`config.mk`:
```
export PLATFORM = sky130hd
export DESIGN_NAME = fsm_unit
export DESIGN_NICKNAME = d
export VERILOG_FILES = /design/src/rtl/fsm_unit.sv
export SDC_FILE = /design/constraint.sdc
export NUM_CORES = 1
export LEC_CHECK = 0
export CORE_UTILIZATION = 40
export CTS_BUF_LIST = sky130_fd_sc_hd__clkbuf_2 sky130_fd_sc_hd__clkbuf_4 sky130_fd_sc_hd__clkbuf_8
export CTS_CLUSTER_SIZE = 25
export DETAILED_ROUTE_END_ITERATION = 7
export MAX_ROUTING_LAYER = met4
export PLACE_DENSITY_LB_ADDON = 0.3
export SYNTH_ARGS = -nofsm -noshare
export SYNTH_HDL_FRONTEND = slang
export SYNTH_SLANG_ARGS = --single-unit
```
`constraint.sdc`:
```
create_clock -name clk -period 2 [get_ports clk]
set_input_delay 0.2 -clock clk [delete_from_list [all_inputs] [get_ports clk]]
set_output_delay 0.2 -clock clk [all_outputs]
set_load 0.01 [all_outputs]
```
`src/rtl/fsm_unit.sv`:
```
`default_nettype none
// ============================================================================
// Module      : fsm_unit
// Description : Colour-driven controller. It debounces a one-hot 3-bit colour
//               code and applies the accepted command to a saturating 4-bit
//               level:
//                 FEED  (001) adds STEP, saturating at MAX_LEVEL
//                 CALL  (010) leaves the level unchanged
//                 CLEAR (100) sets the level to 0
//               Every accepted command starts a timed buzzer pulse and a
//               cooldown window, during which the colour input is ignored.
//               While idle with no colour present, the level decays by one
//               unit every DECAY_CYCLES cycles.
//
// Ports       : clk     in   system clock; all state changes on the rising edge
//               reset   in   asynchronous, active-low reset
//               color   in   [2:0] colour code; any code that is not one-hot
//                            counts as "no colour"
//               data    out  [3:0] current level, 0..MAX_LEVEL
//               buzzer  out  high while the buzzer timer runs
//
// Revision    : 1.0 - initial release
// ============================================================================
module fsm_unit #(
    parameter int DEB_CYCLES      = 2,   // consecutive samples before acceptance (>= 1)
    parameter int MAX_LEVEL       = 4,   // saturation ceiling (<= 15)
    parameter int STEP            = 2,   // FEED increment
    parameter int DECAY_CYCLES    = 10,  // idle cycles per 1-unit decrement (>= 1)
    parameter int BUZZ_CYCLES     = 50,  // buzzer high time per command (>= 1)
    parameter int COOLDOWN_CYCLES = 50   // cycles of ignored input after a command (>= 1)
) (
    input  logic       clk,
    input  logic       reset,
    input  logic [2:0] color,
    output logic [3:0] data,
    output logic       buzzer
);

    // ------------------------------------------------------------------------
    // Constants
    // ------------------------------------------------------------------------
    localparam logic [2:0] c_code_feed  = 3'b001;
    localparam logic [2:0] c_code_call  = 3'b010;
    localparam logic [2:0] c_code_clear = 3'b100;

    // Every counter is sized so that it can hold its own terminal count.
    localparam int c_deb_w   = $clog2(DEB_CYCLES + 1);
    localparam int c_decay_w = $clog2(DECAY_CYCLES + 1);
    localparam int c_buzz_w  = $clog2(BUZZ_CYCLES + 1);
    localparam int c_cool_w  = $clog2(COOLDOWN_CYCLES + 1);

    // A counter is compared against its terminal value minus one, so the
    // decision is made in the same cycle as the final increment.
    localparam logic [c_deb_w-1:0]   c_deb_one    = c_deb_w'(1);
    localparam logic [c_deb_w-1:0]   c_deb_last   = c_deb_w'(DEB_CYCLES - 1);
    localparam logic [c_decay_w-1:0] c_decay_one  = c_decay_w'(1);
    localparam logic [c_decay_w-1:0] c_decay_last = c_decay_w'(DECAY_CYCLES - 1);
    localparam logic [c_buzz_w-1:0]  c_buzz_one   = c_buzz_w'(1);
    localparam logic [c_buzz_w-1:0]  c_buzz_load  = c_buzz_w'(BUZZ_CYCLES);
    localparam logic [c_cool_w-1:0]  c_cool_one   = c_cool_w'(1);
    localparam logic [c_cool_w-1:0]  c_cool_last  = c_cool_w'(COOLDOWN_CYCLES - 1);

    localparam logic [3:0]  c_level_max  = 4'(MAX_LEVEL);
    localparam logic [3:0]  c_level_one  = 4'd1;
    localparam logic [31:0] c_step_wide  = 32'(STEP);
    localparam logic [31:0] c_max_wide   = 32'(MAX_LEVEL);

    // State encoding
    localparam logic [1:0] c_idle     = 2'd0;
    localparam logic [1:0] c_check    = 2'd1;
    localparam logic [1:0] c_action   = 2'd2;
    localparam logic [1:0] c_cooldown = 2'd3;

    // ------------------------------------------------------------------------
    // Registers
    // ------------------------------------------------------------------------
    logic [1:0]           r_state;
    logic [2:0]           r_cand;       // colour being debounced / applied
    logic [c_deb_w-1:0]   r_deb_cnt;    // consecutive matching samples
    logic [c_decay_w-1:0] r_decay_cnt;  // consecutive colourless IDLE cycles
    logic [c_cool_w-1:0]  r_cool_cnt;   // cycles spent in COOLDOWN
    logic [3:0]           r_level;
    logic [c_buzz_w-1:0]  r_buzz_cnt;   // remaining buzzer cycles
    logic                 r_buzz;

    // ------------------------------------------------------------------------
    // Combinational helpers
    // ------------------------------------------------------------------------
    logic        w_valid;
    logic [31:0] w_feed_sum;
    logic [3:0]  w_feed_level;
    logic        w_fire;

    // Only an exactly one-hot code is a colour; 000 and multi-hot are not.
    assign w_valid = (color == c_code_feed) ||
                     (color == c_code_call) ||
                     (color == c_code_clear);

    // The sum is formed 32 bits wide so it can never wrap before the clamp.
    assign w_feed_sum   = 32'(r_level) + c_step_wide;
    assign w_feed_level = (w_feed_sum > c_max_wide) ? c_level_max : w_feed_sum[3:0];

    // The command takes effect on the edge that leaves ACTION.
    assign w_fire = (r_state == c_action);

    // ------------------------------------------------------------------------
    // Control state machine, level register and decay counter
    // ------------------------------------------------------------------------
    always_ff @(posedge clk or negedge reset) begin
        if (!reset) begin
            r_state     <= c_idle;
            r_cand      <= '0;
            r_deb_cnt   <= '0;
            r_decay_cnt <= '0;
            r_cool_cnt  <= '0;
            r_level     <= '0;
        end else begin
            case (r_state)
                c_idle: begin
                    if (w_valid) begin
                        // Latch the candidate; the first sample already counts.
                        r_cand      <= color;
                        r_deb_cnt   <= c_deb_one;
                        r_decay_cnt <= '0;
                        r_state     <= (DEB_CYCLES == 1) ? c_action : c_check;
                    end else if (r_decay_cnt == c_decay_last) begin
                        r_decay_cnt <= '0;
                        if (r_level != '0) begin
                            r_level <= r_level - c_level_one;
                        end
                    end else begin
                        r_decay_cnt <= r_decay_cnt + c_decay_one;
                    end
                end

                c_check: begin
                    r_decay_cnt <= '0;
                    if (color == r_cand) begin
                        if (r_deb_cnt == c_deb_last) begin
                            r_deb_cnt <= '0;
                            r_state   <= c_action;
                        end else begin
                            r_deb_cnt <= r_deb_cnt + c_deb_one;
                        end
                    end else begin
                        // Any different sample, even another valid colour,
                        // drops the candidate without effect.
                        r_cand    <= '0;
                        r_deb_cnt <= '0;
                        r_state   <= c_idle;
                    end
                end

                c_action: begin
                    r_decay_cnt <= '0;
                    r_deb_cnt   <= '0;
                    r_cool_cnt  <= '0;
                    r_state     <= c_cooldown;
                    case (r_cand)
                        c_code_feed:  r_level <= w_feed_level;
                        c_code_clear: r_level <= '0;
                        default:      r_level <= r_level;  // CALL: no change
                    endcase
                end

                c_cooldown: begin
                    // Colour is ignored here; a colour still held after the
                    // window is simply debounced again from IDLE.
                    r_decay_cnt <= '0;
                    if (r_cool_cnt == c_cool_last) begin
                        r_cool_cnt <= '0;
                        r_cand     <= '0;
                        r_state    <= c_idle;
                    end else begin
                        r_cool_cnt <= r_cool_cnt + c_cool_one;
                    end
                end

                default: begin
                    r_state <= c_idle;
                end
            endcase
        end
    end

    // ------------------------------------------------------------------------
    // Buzzer timer
    // Runs independently of the state machine once loaded. A new command
    // while it is running restarts the full pulse. The output flop drops on
    // the same edge the count reaches zero, so it stays high for exactly
    // BUZZ_CYCLES cycles.
    // ------------------------------------------------------------------------
    always_ff @(posedge clk or negedge reset) begin
        if (!reset) begin
            r_buzz_cnt <= '0;
            r_buzz     <= 1'b0;
        end else if (w_fire) begin
            r_buzz_cnt <= c_buzz_load;
            r_buzz     <= 1'b1;
        end else if (r_buzz_cnt != '0) begin
            r_buzz_cnt <= r_buzz_cnt - c_buzz_one;
            r_buzz     <= (r_buzz_cnt != c_buzz_one);
        end
    end

    // ------------------------------------------------------------------------
    // Outputs come straight from registers
    // ------------------------------------------------------------------------
    assign data   = r_level;
    assign buzzer = r_buzz;

endmodule
`default_nettype wire

```
After elaboration in Yosys (flattened, before gate mapping). Cells that the tools add are included. W data, S select, Z words.

Register bits: 28. Input bits: 5. Output and inout port bits: 5. Logic and storage cells: 78.

Add/subtract/negate cells: 6. $lt $le $gt $ge: 1. Eq/ne operators: 21. Muxes and demuxes: 27. Reduce and logical (&&, ||, !) cells: 15.

Operator list (number): $mux W4 (6); $pmux W4 S2 (3); $mux W6 (3); $mux W2 (6); $ne A2 B2 Y1 const B (6); $pmux W6 S2 (1); $mux W3 (3); $pmux W3 S3 (1); $pmux W2 S4 (1); $add A6 B1 Y6 const B (1); $eq A3 B1 Y1 const B (2); $eq A3 B3 Y1 const B (2); $eq A6 B6 Y1 const B (1); $ne A6 B1 Y1 const B (1); $pmux W2 S3 (1); $reduce_bool A2 Y1 (3); $reduce_bool A3 Y1 (2); $reduce_bool A6 Y1 (1); $sub A6 B1 Y6 const B (1); $add A4 B2 Y5 const B (1); $gt A5 B3 Y1 const B (1); $reduce_and A5 Y1 (1); $add A4 B1 Y4 const B (1); $eq A2 B1 Y1 const B (2); other kinds (16) (19).

Logic depth before layout (Yosys ltp). Gate-level depths: netlist (run 1).

Word-level depth: 5. Mapped depth: 8. Depth with buffers taken out: 7.

Worst setup path after synthesis (run 1). Ideal clock, no wire load.

Path kind: register to register. From: register r_state[0]. To: register r_level[0] (netlist: data[0]). Library setup time: 0.127 ns. Arrival: 1.623 ns. Data required time: 1.873 ns. Setup slack: 0.250 ns. Cell stages (with the launch flop): 8. Buffers on the path: 1. Clock period less this slack: 1.750 ns. Cells stage by stage: dfrtp_1 -> inv_1 -> ha_1 -> o2111ai_2 -> or2_1 -> buf_6 -> a221oi_1 -> nor2_1.

Longest elaborated chain between the ends: 3. Elaborated cells on any way between the ends: 9. Classes of those cells: 5 x eq/ne; 1 x mux; 3 x reduce/logical.

RTL lines: from (decl) (line 77) `logic [1:0] r_state;`; from (signal assigned) (line 111) `r_state <= c_idle;`; from (signal assigned) (line 125) `r_state <= (DEB_CYCLES == 1) ? c_action : c_check;`; from (signal assigned) (line 141) `r_state <= c_action;`; $eq A2 B2 Y1 / $logic_not A2 Y1 (equally long branches) (line 118) `case (r_state)`; $ne A3 B1 Y1 (no line) (tied with other cells); $reduce_and A5 Y1 (no line); to (signal assigned) (line 129) `r_level <= r_level - c_level_one;`; to (signal assigned) (line 160) `c_code_feed: r_level <= w_feed_level;`; to (signal assigned) (line 162) `default: r_level <= r_level;`; to (decl) (line 82) `logic [3:0] r_level;`.

Parallel ways exist; a longest one is shown, timed or not. A chain may end at the register's enable or synchronous reset.

Worst setup path in the final report (run 1).
From: register r_state[0]. To: register r_level[1] (netlist: data[1]).

The elaborated chain is that of the path after synthesis.

==> flow_metrics.py, run 1 <==
metrics = {
    "grt": {
        "grt_pass1_vias": 1190,
        "grt-ovfl-total": 0,
        "grt_max_degree": 29,
        "antenna_found_initial": 0,
        "grt_pass1_wl_um": 5520,
        "track_usage_pct": 16.4,
    },
    "layout": {
        "finalInstanceArea_sq_um": 2050,
        "syn_to_final_growth_pct": 16.5,
        "antenna_cells": 0,
        "final_cells": 263,
        "layout-drive-gt1-share_pct": 10.8,
        "layout.nets": 235,
    },
    "cts": {
        "cts_made_buffers": 3,
        "clock_sinks": 28,
        "cts_buffer_depth": 2,
        "cts_root_buf": "clkbuf_8",
        "insertion_delay_ns": 0.28,
        "path_clk_slew_ns": 0.10,
        "cts_max_level": 1,
        "cts_tree": "done",
    },
    "detailed_routing": {
        "final_antenna_net_count": 0,
        "drt_iter0_markers": 103,
        "wirelength_um": 3290,
        "wl_per_cell_um": 12.5,
        "vias": 1361,
        "drc": 0,
        "via_per_inst": 5.17,
        "dr.pass1.iters": 4,
    },
    "floorplanning": {
        "dieWidth_um": 68.4,
        "core_area_sq_um": 4120,
        "die_y_um": 68.4,
        "io_pins": 10,
        "rows": 23,
        "dieArea_sq_um": 4670,
        "start_util_pct": 42.8,
    },
    "sta": {
        "worst_clock_skew_ns": 0.0102,
        "period_share_pct": 90.1,
        "slew_headroom_pct": 69.3,
        "timing.fmax_ghz": 0.555,
        "setup_viol": 0,
        "setup_tns_ns": 0,
        "hold_viol": 0,
        "slew_violations": 0,
        "tightest_slew_ns": 0.460,
        "rsz0062_at_grt": "false",
        "min_period_ns": 1.80,
    },
    "placed_design": {
        "dp_hpwl_um": 2450,
        "routabilityCongestion": 0.763,
        "io_buffer_count": 9,
        "dp.cells": 259,
        "post_dp_cell_area_sq_um": 1970,
    },
    "logic_synthesis": {
        "ys_top_cells_by_area": "dfrtp_1, ha_1, nand2_1, o21ai_1, nor2_1",
        "avgSynthCellArea_sq_um": 9.18,
        "yosys_warnings": 0,
        "synth_top_cell_by_area": "dfrtp_1",
        "syn_area_sq_um": 1760,
        "yosysMostFrequentCell": "dfrtp_1",
        "netlist.area_leader.share_pct": 39.8,
        "ys_ff_latch": 28,
        "ys_types": 46,
        "synthFlopType": "dfrtp_1",
        "seq_area_frac_synth_pct": 39.8,
        "ys_async_sr_fraction_pct": 100,
        "synth_edf_count": 0,
        "synth_nets": 213,
        "synthTopCellsByCount": "dfrtp_1, nand2_1, nor2_1",
        "synth_cells": 192,
    },
    "pwr": {
        "p_total_w": 0.00284,
        "powerDensity_nw_per_um2": 1380,
        "p_leak_nw": 0.924,
        "vdd.ir_drop.worst_mv": 0.632,
    },
    "critical_path": {
        "required_ns": 2.21,
        "critPathArrivalTime_ns": 2.01,
        "r2r_start": "r_state[0]",
        "rrSetupSlack_ns": 0.20,
        "cp_max_fo": 12,
        "path_class": "reg2reg",
        "critPathLaunchType": "flip-flop",
        "r2r_cells": 6,
        "endpoint_kind": "flip-flop",
        "startpoint": "r_state[0]",
        "crit_end": "data[1]",
        "r2r_end": "data[1]",
    },
    "min_path": {
        "hold_class": "in2async",
    },
    "job": {
        "maxCapViolCount": 0,
    },
    "outcome": {
        "status": "completed",
    },
}
routing by layer:
| layer | global-route usage [%] | part of all wire [%] |
|---|---|---|
| met3 | 3.50 | 2.9 |
| met4 | 3.91 | 0.43 |
| met1 | 22.5 | 52 |
| met5 | - | 0 |
| met2 | 24.4 | 44 |
critical path: stages, from the launching register on:
cell and delay [ns]:
dfrtp_1 0.47, inv_1 0.14, ha_1 0.45, o2111ai_1 0.18, o22ai_1 0.22, a21oi_1 0.11, o22ai_1 0.16
repair_timing:
action                                  CTS  global route
resized for setup                         0             2
buffers inserted                          0             0
hold buffers                              0             0
endpoints found under the setup margin    0             1
cell type report:
type	count	area, sq um
Clock buffer	3	41.3
Clock inverter	1	30.0
Fill cell	410	2060
Inverter	14	52.6
Multi-Input combinational cell	148	1000
Sequential cell	28	701
Tap cell	50	62.6
Timing Repair Buffer	19	165
state kept, by name, summed over array words and instances (netlist names), named ones only:
signal       count
buzzer           1
r_deb_cnt        2
r_state          1
r_cand           3
r_decay_cnt      4
r_cool_cnt       6
r_buzz_cnt       6
data             4
where the power goes:
| group | switching, W | internal (W) | total [W] |
|---|---|---|---|
| Clock | 0.000178 | 0.000268 | 0.000446 |
| Combinational | 0.000770 | 0.000646 | 0.00142 |
| Sequential | 0.000220 | 0.000756 | 0.000976 |
| Total | 0.00117 | 0.00167 | 0.00284 |
layout by cell type, fill, tap and decap left out, drive strengths merged, types with 3 or more instances in the layout:
cell type,count
ha,16
xnor2,6
a31oi,3
mux2i,5
o21ai,18
nand2,26
clkbuf,3
nor2,17
dfrtp,28
buf,10
o2111ai,3
nand2b,6
o22ai,3
clkdlybuf4s50,9
nor3b,3
a21oi,5
nor3,5
inv,14
stage by stage:
stage | util (%) | setup slack, ns | hold WS (ns)
finish | 49.9 | 0.198 | 0.290
global route | 49.9 | 0.0557 | 0.326
CTS | 49.7 | 0.185 | 0.305
detailed placement | 47.9 | 0.0465 | 0.485
global placement | 47.9 | 0.103 | 0.470
floorplan | - | 0.250 | -0.0956
kinds of logic (layout without fill, tap and decap cells):
family | after synthesis | after routing | synth area share (%)
AND/OR/NAND/NOR | 74 | 74 | 21.0
AO/OA/AOI/OAI | 44 | 44 | 16.4
flip-flops | 28 | 28 | 39.8
adder cells (fa/ha/maj) | 16 | 16 | 11.4
buffers and inverters | 16 | 37 | 3.91
XOR/XNOR | 7 | 7 | 3.48
multiplexers | 7 | 7 | 4.12
how the worst min path moves through the flow:
stage	cells past startpoint	slack, ns	to
6_report	2	0.29	r_buzz_cnt[4]
5_1_grt	2	0.33	buzzer
4_1_cts	2	0.30	buzzer
3_5_place_dp	1	0.48	r_cool_cnt[4]
3_3_place_gp	1	0.47	r_cool_cnt[5]
2_1_floorplan	0	-0.1	async pin
(Power assumes the default switching activity.)
==> run 2: changes to the inputs <==
PLACE_DENSITY_LB_ADDON = 0.1   (was 0.3)
==> run 2 against run 1 <==
Clock power up 1%; flip-flop and latch count unchanged; routed wire length up 5.1%; worst hold slack worse by 0.012 ns; largest cell class unchanged; highest routed layer unchanged.
==> flow_metrics.py, run 2 (synthesized netlist as in run 1, its figures left out) <==
metrics = {
    "cts": {
        "clock_sinks": 28,
        "cts_tree": "done",
        "cts_root_buf": "clkbuf_8",
        "insertion_delay_ns": 0.28,
        "cts_made_buffers": 3,
        "cts_max_level": 1,
        "cts_buffer_depth": 2,
        "ctsHoldBuffers": 0,
        "path_clk_slew_ns": 0.11,
    },
    "placed_design": {
        "dp.cells": 257,
        "routabilityCongestion": 0.857,
        "post_dp_cell_area_sq_um": 1960,
        "io_buffer_count": 9,
        "dpl_worst_slack_ns": 0.0209,
        "dp_hpwl_um": 2600,
    },
    "pwr": {
        "clock_power_share_pct": 15.9,
        "combPwrFrac_pct": 49.2,
        "vdd.ir_drop.worst_mv": 0.676,
        "sw_frac_of_total_pct": 41.3,
        "sequentialPowerShare_pct": 34.9,
        "powerDensity_nw_per_um2": 1400,
        "p_leak_nw": 0.909,
        "internal-power_w": 0.00167,
        "p_sw_w": 0.00117,
    },
    "detailed_routing": {
        "vias": 1380,
        "wirelength_um": 3460,
        "drt_iter0_markers": 92,
        "dr.pass1.iters": 4,
        "drc": 0,
        "wl_per_cell_um": 13.3,
        "via_per_inst": 5.29,
        "final_antenna_net_count": 0,
    },
    "floorplanning": {
        "dieWidth_um": 68.4,
        "io_pins": 10,
        "die_y_um": 68.4,
        "start_util_pct": 42.8,
        "rows": 23,
        "core_area_sq_um": 4120,
        "dieArea_sq_um": 4670,
    },
    "critical_path": {
        "endpoint_kind": "flip-flop",
        "critPathLaunchType": "flip-flop",
        "cp_slowest_stage_delay_ns": 0.46,
        "required_ns": 2.18,
        "path_class": "reg2reg",
        "slowest_stage": "dfrtp_1",
        "critPathArrivalTime_ns": 2.05,
        "cp_max_fo": 6,
        "path_cells": "inv_1 > ha_1 > nor3b_1 > buf_4 > o21ai_0 > nand2_1 > a211o_1",
    },
    "sta": {
        "setup_tns_ns": 0,
        "layout_setup_ws_ns": 0.135,
        "period_share_pct": 93.2,
        "worst_clock_skew_ns": 0.0173,
        "rsz0062_at_grt": "false",
        "min_period_ns": 1.86,
        "holdWs_ns": 0.278,
        "tightest_slew_ns": 0.369,
        "hold_viol": 0,
        "setup_viol": 0,
        "slew_headroom_pct": 75.4,
        "slew_violations": 0,
        "timing.fmax_ghz": 0.536,
    },
    "grt": {
        "track_usage_pct": 17.9,
        "antenna_found_initial": 0,
        "grt_pass1_wl_um": 5980,
        "grt_pass1_vias": 1369,
        "grt-ovfl-total": 0,
        "grt_max_degree": 29,
    },
    "layout": {
        "reg_top3": "r_buzz_cnt (6), r_cool_cnt (6)",
        "final_cell_mix": "dfrtp_1, nand2_1, nor2_1",
        "antenna_cells": 0,
        "finalInstanceArea_sq_um": 2030,
        "final_cells": 261,
        "final_common_cell": "dfrtp_1",
        "layout-drive-gt1-share_pct": 9.48,
        "syn_to_final_growth_pct": 15.3,
        "layout.nets": 233,
    },
    "outcome": {
        "status": "completed",
    },
    "min_path": {
        "hold_class": "in2async",
    },
    "job": {
        "maxCapViolCount": 0,
    },
}
run 2: changes by cell type in the layout (fill, tap and decap cells not counted), sizes merged:
| cell | before | now |
|---|---|---|
| buf | 10 | 8 |
run 2: final timing paths:
| check | startpoint | end | slack (ns) | depth (start not counted) |
|---|---|---|---|---|
| min reg2reg | r_cool_cnt[5] | r_cool_cnt[5] | 0.50 | 1 |
| min in group clk | r_cool_cnt[5] | r_cool_cnt[5] | 0.50 | 1 |
| max | data[1] | data[3] | 0.14 | 7 |
| max reg2reg | data[1] | data[3] | 0.14 | 7 |
| max in group asynchronous | reset | r_cand[0] | 1.43 | 2 |
| min | reset | buzzer | 0.28 | 2 |
run 2: through the flow:
step | util (%) | total power, W
floorplan | - | 0.00198
global placement | 47.6 | 0.00236
detailed placement | 47.6 | 0.00240
CTS | 49.3 | 0.00286
global route | 49.4 | 0.00313
finish | 49.4 | 0.00284
run 2: power groups by stage:
| stage | clock (W) | sequential, W | combinational (W) |
|---|---|---|---|
| 6_report | 0.000451 | 0.000990 | 0.00140 |
| 5_1_grt | 0.000489 | 0.00102 | 0.00162 |
| 4_1_cts | 0.000465 | 0.000992 | 0.00141 |
| 3_5_place_dp | 0 | 0.00100 | 0.00140 |
| 3_3_place_gp | 0 | 0.000984 | 0.00137 |
| 2_1_floorplan | 0 | 0.000953 | 0.00102 |
run 2: timing repair:
item,4_1_cts,5_1_grt
setup buffers,0,0
setup endpoints to repair,0,2
gates resized for setup,0,1
run 2: worst max-delay path: cells and delay by family, from the launching register on:
kind | cells | cell delay (ns)
AO/OA/AOI/OAI | 2 | 0.54
flip-flops | 1 | 0.46
buffers and inverters | 2 | 0.29
AND/OR/NAND/NOR | 2 | 0.25
adder cells (fa/ha/maj) | 1 | 0.22
run 2: cell type report:
type	instances	area, sq um
multi-input cells	148	995
fillers	394	2080
clock inverters	1	30.0
repair buffers	17	150
inverters	14	52.6
clock buffers	3	41.3
flip-flops and latches	28	701
well taps	50	62.6
run 2: layer usage:
| metal | up-vias | routed length, um | GRT usage, % |
|---|---|---|---|
| li1 | 710 | - | - |
| met1 | 652 | 1610 | 20.3 |
| met2 | 16 | 1710 | 31.3 |
| met3 | 2 | 106 | 3.50 |
| met4 | 0 | 33 | 5.73 |
| met5 | - | 0 | - |
==> run 3: changes to the inputs <==
SETUP_SLACK_MARGIN = 0.15   (was default)
==> run 3 against run 2 <==
Sequential power about the same; worst hold slack better by 0.00074 ns; setup slack better by 0.12 ns; non-clock buffer count did not move; sequential share of layout area down 0.34 points; critical endpoint unchanged; largest cell class unchanged.
==> flow_metrics.py, run 3 (synthesized netlist as in run 1, its figures left out) <==
metrics = {
    "cts": {
        "cts_made_buffers": 3,
        "insertion_delay_ns": 0.28,
        "cts_tree": "done",
        "path_clk_slew_ns": 0.11,
        "cts_max_level": 1,
        "cts_root_buf": "clkbuf_8",
        "clock_sinks": 28,
        "cts_buffer_depth": 2,
    },
    "layout": {
        "final_cell_mix": "nand2_1, dfrtp_1, nor2_1",
        "final_cells": 261,
        "layout-drive-gt1-share_pct": 12.3,
        "antenna_cells": 0,
        "layout.nets": 233,
        "finalInstanceArea_sq_um": 2060,
        "reg_top3": "r_buzz_cnt (6), r_cool_cnt (6)",
        "fin_util_pct": 50.0,
        "syn_to_final_growth_pct": 16.9,
    },
    "grt": {
        "grt_max_degree": 29,
        "antenna_found_initial": 0,
        "grt_pass1_vias": 1369,
        "track_usage_pct": 17.9,
        "grt_pass1_wl_um": 5980,
        "grt-ovfl-total": 0,
    },
    "detailed_routing": {
        "wirelength_um": 3500,
        "drt_iter0_markers": 69,
        "vias": 1393,
        "drc": 0,
        "final_antenna_net_count": 0,
        "wl_per_cell_um": 13.4,
        "via_per_inst": 5.34,
        "dr.pass1.iters": 4,
    },
    "critical_path": {
        "r2r_start": "r_state[0]",
        "r2r_end": "data[3]",
        "critPathLaunchType": "flip-flop",
        "endpoint_kind": "flip-flop",
        "required_ns": 2.23,
        "cp_max_fo": 6,
        "path_class": "reg2reg",
        "rrSetupSlack_ns": 0.26,
        "r2r_cells": 6,
        "critPathArrivalTime_ns": 1.98,
    },
    "job": {
        "maxCapViolCount": 0,
    },
    "pwr": {
        "p_leak_nw": 0.915,
        "powerDensity_nw_per_um2": 1400,
        "vdd.ir_drop.worst_mv": 0.686,
    },
    "floorplanning": {
        "start_util_pct": 42.8,
        "dieArea_sq_um": 4670,
        "io_pins": 10,
        "core_area_sq_um": 4120,
        "die_y_um": 68.4,
        "rows": 23,
        "dieWidth_um": 68.4,
    },
    "placed_design": {
        "dp_hpwl_um": 2600,
        "routabilityCongestion": 0.857,
        "post_dp_cell_area_sq_um": 1960,
        "dp.cells": 257,
        "io_buffer_count": 9,
    },
    "outcome": {
        "status": "completed",
    },
    "sta": {
        "period_share_pct": 87.1,
        "worst_clock_skew_ns": 0.0183,
        "setup_tns_ns": 0,
        "timing.fmax_ghz": 0.574,
        "slew_violations": 0,
        "hold_viol": 0,
        "tightest_slew_ns": 0.374,
        "rsz0062_at_grt": "false",
        "slew_headroom_pct": 75.1,
        "min_period_ns": 1.74,
        "setup_viol": 0,
    },
    "min_path": {
        "hold_class": "in2async",
    },
}
[run 3: layout make-up]
class | count | area, sq um
fillers | 394 | 2060
multi-input cells | 148 | 1020
flip-flops and latches | 28 | 703
repair buffers | 17 | 150
well taps | 50 | 62.6
inverters | 14 | 52.6
clock buffers | 3 | 41.3
clock inverters | 1 | 30.0
[run 3: routing by layer]
metal / GRT usage (%) / share of wire [%] / vias to the layer above
li1: - / - / 711
met1: 20.3 / 46 / 658
met2: 31.3 / 50 / 20
met3: 3.50 / 3.2 / 4
met4: 5.73 / 1.2 / 0
met5: - / 0 / -
[run 3: worst max path at each step]
stage	from	endpoint	slack (ns)
3_3_place_gp	color[1]	data[3]	0.08
5_1_grt	data[1]	data[2]	0.16
2_1_floorplan	r_state[0]	data[0]	0.25
3_5_place_dp	color[1]	data[3]	0.02
4_1_cts	r_decay_cnt[1]	data[3]	0.17
6_report	r_state[0]	data[3]	0.26
[run 3: timing repair]
item	4_1_cts	5_1_grt
hold buffers	0	0
setup buffers	0	0
setup endpoints to repair	3	4
resized for setup	2	7
pin swaps	0	0
[run 3: power by group]
part / switching (W) / total [W] / leakage, nW / internal, W
registers: 0.000242 / 0.00100 / 0.352 / 0.000760
logic: 0.000771 / 0.00144 / 0.527 / 0.000666
clock network: 0.000184 / 0.000452 / 0.0357 / 0.000268
total: 0.00120 / 0.00289 / 0.915 / 0.00169
[run 3: worst max-delay path, stage by stage (launching register included)]
cell,delay (ns)
dfrtp_1,0.46
inv_1,0.16
ha_1,0.24
o2111ai_2,0.14
or2_4,0.29
nor4_1,0.25
a211o_1,0.14
[run 3: per-stage QoR]
stage | setup WS, ns | total power, W | hold slack (ns)
4_1_cts | 0.169 | 0.00287 | 0.293
3_3_place_gp | 0.0762 | 0.00236 | 0.469
3_5_place_dp | 0.0209 | 0.00240 | 0.475
2_1_floorplan | 0.250 | 0.00198 | -0.0956
6_report | 0.258 | 0.00289 | 0.279
5_1_grt | 0.158 | 0.00318 | 0.312
